$ cat src/rtl/lut_cfg_loader.sv
// lut_cfg_loader: assembles serial bitstream words and pulses one-hot slice enables
module lut_cfg_loader #(
    parameter int INPUTS      = 4,
    parameter int MEM_SIZE    = 2**INPUTS,
    parameter int CFG_WIDTH   = 2*MEM_SIZE+1,
    parameter int NUM_TARGETS = 4
) (
    input  logic                   cclk,
    input  logic                   rst_n,
    input  logic                   start,
    input  logic                   abort,
    input  logic                   bs_valid,
    input  logic                   bs_data,
    output logic                   bs_ready,
    output logic [CFG_WIDTH-1:0]   config_out,
    output logic [NUM_TARGETS-1:0] cen,
    output logic                   busy,
    output logic                   done,
    output logic                   aborted
);
    localparam int CW = $clog2(CFG_WIDTH);
    localparam int TW = NUM_TARGETS > 1 ? $clog2(NUM_TARGETS) : 1;
    localparam logic [CW-1:0] LAST_BIT = CW'(CFG_WIDTH-1);
    localparam logic [TW-1:0] LAST_TGT = TW'(NUM_TARGETS-1);
    localparam logic [1:0] IDLE   = 2'd0;
    localparam logic [1:0] SHIFT  = 2'd1;
    localparam logic [1:0] COMMIT = 2'd2;
    localparam logic [1:0] DONE   = 2'd3;

    logic [1:0]           state;
    logic [CFG_WIDTH-2:0] sr;
    logic [CW-1:0]        bit_cnt;
    logic [TW-1:0]        tgt;
    logic [CFG_WIDTH-1:0] nxt;

    // Outputs decode from state so an async reset clears them immediately
    always_comb begin
        nxt      = {sr, bs_data};
        bs_ready = (state == SHIFT) && !abort;
        busy     = state != IDLE;
        done     = state == DONE;
        cen      = (state == COMMIT) ? NUM_TARGETS'(1) << tgt : '0;
    end

    // Sequencer: shift bits in, latch the finished word, step through targets
    always_ff @(posedge cclk or negedge rst_n) begin
        if (!rst_n) begin
            state      <= IDLE;
            sr         <= '0;
            bit_cnt    <= '0;
            tgt        <= '0;
            config_out <= '0;
            aborted    <= 1'b0;
        end else begin
            aborted <= 1'b0;
            case (state)
                IDLE: if (start) begin
                    state   <= SHIFT;
                    bit_cnt <= '0;
                    tgt     <= '0;
                end
                SHIFT: if (abort) begin
                    state   <= IDLE;
                    aborted <= 1'b1;
                end else if (bs_valid) begin
                    sr      <= nxt[CFG_WIDTH-2:0];
                    bit_cnt <= bit_cnt + 1'b1;
                    if (bit_cnt == LAST_BIT) begin
                        config_out <= nxt;
                        state      <= COMMIT;
                    end
                end
                COMMIT: if (abort) begin
                    state   <= IDLE;
                    aborted <= 1'b1;
                end else if (tgt == LAST_TGT) begin
                    state <= DONE;
                end else begin
                    tgt     <= tgt + 1'b1;
                    bit_cnt <= '0;
                    state   <= SHIFT;
                end
                default: state <= IDLE;
            endcase
        end
    end
endmodule
$ cat config.mk
export PLATFORM = sky130hd
export DESIGN_NAME = lut_cfg_loader
export DESIGN_NICKNAME = d
export VERILOG_FILES = /design/src/rtl/lut_cfg_loader.sv
export SDC_FILE = /design/constraint.sdc
export NUM_CORES = 1
export LEC_CHECK = 0
export CORE_ASPECT_RATIO = 0.5
export CORE_MARGIN = 2
export CORE_UTILIZATION = 25
export CTS_BUF_LIST = sky130_fd_sc_hd__clkbuf_8 sky130_fd_sc_hd__clkbuf_16
export DETAILED_ROUTE_END_ITERATION = 7
export DONT_BUFFER_PORTS = 1
export MAX_ROUTING_LAYER = met4
export SKIP_CTS_REPAIR_TIMING = 1
export SYNTH_ARGS = -nofsm -noshare
export SYNTH_HDL_FRONTEND = slang
export SYNTH_SLANG_ARGS = --single-unit
$ cat constraint.sdc
create_clock -name cclk -period 2.4 [get_ports cclk]
set_input_delay 0.72 -clock cclk [delete_from_list [all_inputs] [get_ports cclk]]
set_output_delay 0.72 -clock cclk [all_outputs]
set_load 0.01 [all_outputs]
==> metrics.md <==
| Metric | Value |
|---|---|
| Status | completed |
| Commonest cells post-synth | dfrtp_1, mux2_2, ha_1, nand2_1, o21ai_0 |
| Vias per inst | 4.191 |
| Grt met3 use | 3.211% |
| Worst Path Buf+Inv | 1 |
| Gr ovfl total | 0 |
| HPWL after DPL | 3578 um |
| Relative slew slack | between 70% and 80% |
| Synth Instances | 226 |
| CTS root buffer | clkbuf_16 |
| VDD IR max | 0.5655 mV |
| Count leader, synth | dfrtp_1 |
| Data required, critical path | 1680 ps |
| Met2 GRT Util | 15.14% |
| Skew final | 8.736 ps |
| Crit-path max FO | 6 |
| RR Startpoint | state[1]$_DFFE_PN0P_ |
| Detail Route Antenna Nets | 0 |
| Syn nets | around 250 |
| Critical path class | flop to output pin |
| Slowest cell on crit path | dfrtp_1 |
| Clock Latency Late Sink | 330 ps |
| RSZ-0062 raised after global routing | false |
| Synth Area in Simple Gates | under 10% |
| Ys Warns | 0 |
| Crit path max-delay family | flip-flops |
| Fin Hold WS | 83.50 ps |
| Layout cell share with drive strength beyond 1 | 37.39% |
| Vias in the first global route | 1,898 |
| Antenna violations before repair | 0 |
| WL/cell | 13.37 um |
| Diode count | 0 |
| Max-Cap Viols | 0 |
| Netlist cell types | 24 |
| Xor and xnor fraction of the mapped netlist area | 0% |
| Synth-to-layout area growth | 17.94% |
| Mux share of post-synthesis cell area | between 20 and 25% |
| Mapped Avg Cell Area | 14.29 um^2 |
| Pwr Density | approximately 1000 mW/mm^2 |
| Die area | 0.01390 mm^2 |
| Gr busiest metal | met2 |
| Drc violations | 0 |
| Tmin final | 2141 ps |
| CTS Buffer Depth | 2 |
| Initial DRC count | 65 |
| Worst Hold Class | primary input to async pin |
| Worst-path clk slew | 60 ps |
| Compound-gate portion of the synthesized area | approximately 2.6% |
| Dpl cells | 392 |
| Core area | 0.01263 mm^2 |
| GPL Wtd Cong | 0.8686 |
| Iteration count of the initial detailed-routing pass | 4 |
| Largest net degree at the start of global routing | 77 |
| Fin crit share | 89.23% |
| Port Buffers | 0 |
| TritonCTS clock tree | yes |
| Critical Path Start Type | flop |
| Area of the multi-input gates | 0.001245 mm^2 |
| Chip width | 164.7 um |
| Final Hold Fails | 0 |
| Crit. End Element | output pin |
| I/O pin cnt | 47 |
| Highest clock rate | 467.0 MHz |
| Depth of the CTS H-tree | 3 |
| Non-filler cells, final | 408 |
| Final wirelength | 5454 um |
| Synth Area in Adders | 5.037% |
| Die Height | 84.37 um |
| Post-layout net count | 252 |
| Cells along the critical path | inv_1 -> ha_1 -> nor2b_1 |
| Yosys top cell area share | 58.89% |
| Synth Flop Type | dfrtp_1 |
| Tot GR Track Use | under 10% |
| Synth Register Bits | 76 |
| Synthesized area | about 0.0032 mm^2 |
| Register area | 0.001902 mm^2 |
| Post-synth ARST share | 100.0% |
| Largest family of logic cells by synthesized area | multiplexers |
| Synth top area cells | dfrtp_1, mux2_2, ha_1 |
| Worst-Margin Slew | between 400 and 500 ps |
| CTS buffer count | 9 |
| Register area share after synthesis | a little under 60% |
| Setup TNS | 0 ps |
| CP Data Arrival Time | 1420 ps |
| Fillers | 1,262 |
| Met1 Resource Use GR | under 10% |
| Biggest area consumer among synthesized cells | dfrtp_1 |
| Critical Path Start | state[1]$_DFFE_PN0P_ |
| CTS sink count | 76 |
| # rows | 29 |
| Final slew viol count | 0 |
| Leakage | 1.852 nW |
| Setup violators final | 0 |
| Max incr delay on CP | ~440 ps |
| Via count | 1,710 |
| EDFF count, synth | 0 |
| Initial Util | between 20% and 30% |
| First-pass GRT wire length | 9370 um |
-- flip-flops by register name, summed over array words and instances, names as in the netlist --
| name | flops |
|---|---|
| aborted | 1 |
| bit_cnt | 6 |
| config_out | 33 |
| sr | 32 |
| state | 2 |
| tgt | 2 |
-- final timing paths --
kind,end,cells past startpoint,slack [ps]
min in group cclk,config_out[32]$_DFFE_PN0P_,1,510
min reg2reg,config_out[32]$_DFFE_PN0P_,1,510
min,aborted$_DFF_PN0_,0,80
max,bs_ready,3,260
max reg2reg,bit_cnt[3]$_DFFE_PN0P_,6,380
max in group asynchronous,config_out[30]$_DFFE_PN0P_,0,2190
-- cell type report --
class                   count  share of cell area, %
clock inverters             7                  4.271
flip-flops and latches     76                  49.93
repair buffers              2                 0.7227
well taps                 170                  5.585
inverters                   9                 0.8870
clock buffers               9                  5.913
multi-input cells         135                  32.69
-- power breakdown --
part           internal, mW  switching (mW)
Clock                  1.23           0.501
Combinational         0.296           0.334
Sequential             1.43           0.140
Total                  2.95           0.975
-- layout by cell type (no fill, tap or decap), drive strengths merged, types with 3 or more instances in the layout --
master   n
and2     7
bufinv   5
clkbuf   9
dfrtp   76
ha      13
inv     11
mux2    67
mux2i    3
nand2   12
nor2     3
nor2b    3
nor3     3
o21ai   10
-- through the flow --
stage               instance area [um^2]  setup WS [ps]  utilization [%]  power, mW
finish                              3809          258.6            30.16      3.924
floorplan                           3229          563.8                -      2.074
global route                        3809          163.0            30.16      4.122
global placement                    3421          522.4            27.09      2.170
CTS                                 3809          238.1            30.16      3.970
detailed placement                  3421          389.4            27.09      2.221
-- kinds of logic after synthesis --
kind of cell    after synthesis
flops                        76
mux                          70
simple gates                 37
compound gates               15
buf+inv                      15
fa+ha+maj                    13
-- layer usage --
layer | vias up | share of wire [%]
li1 | 795 | -
met1 | 884 | 42
met2 | 22 | 52
met3 | 9 | 4.1
met4 | 0 | 1.5
met5 | - | 0
Note: power is estimated with default switching activity, not from simulation.
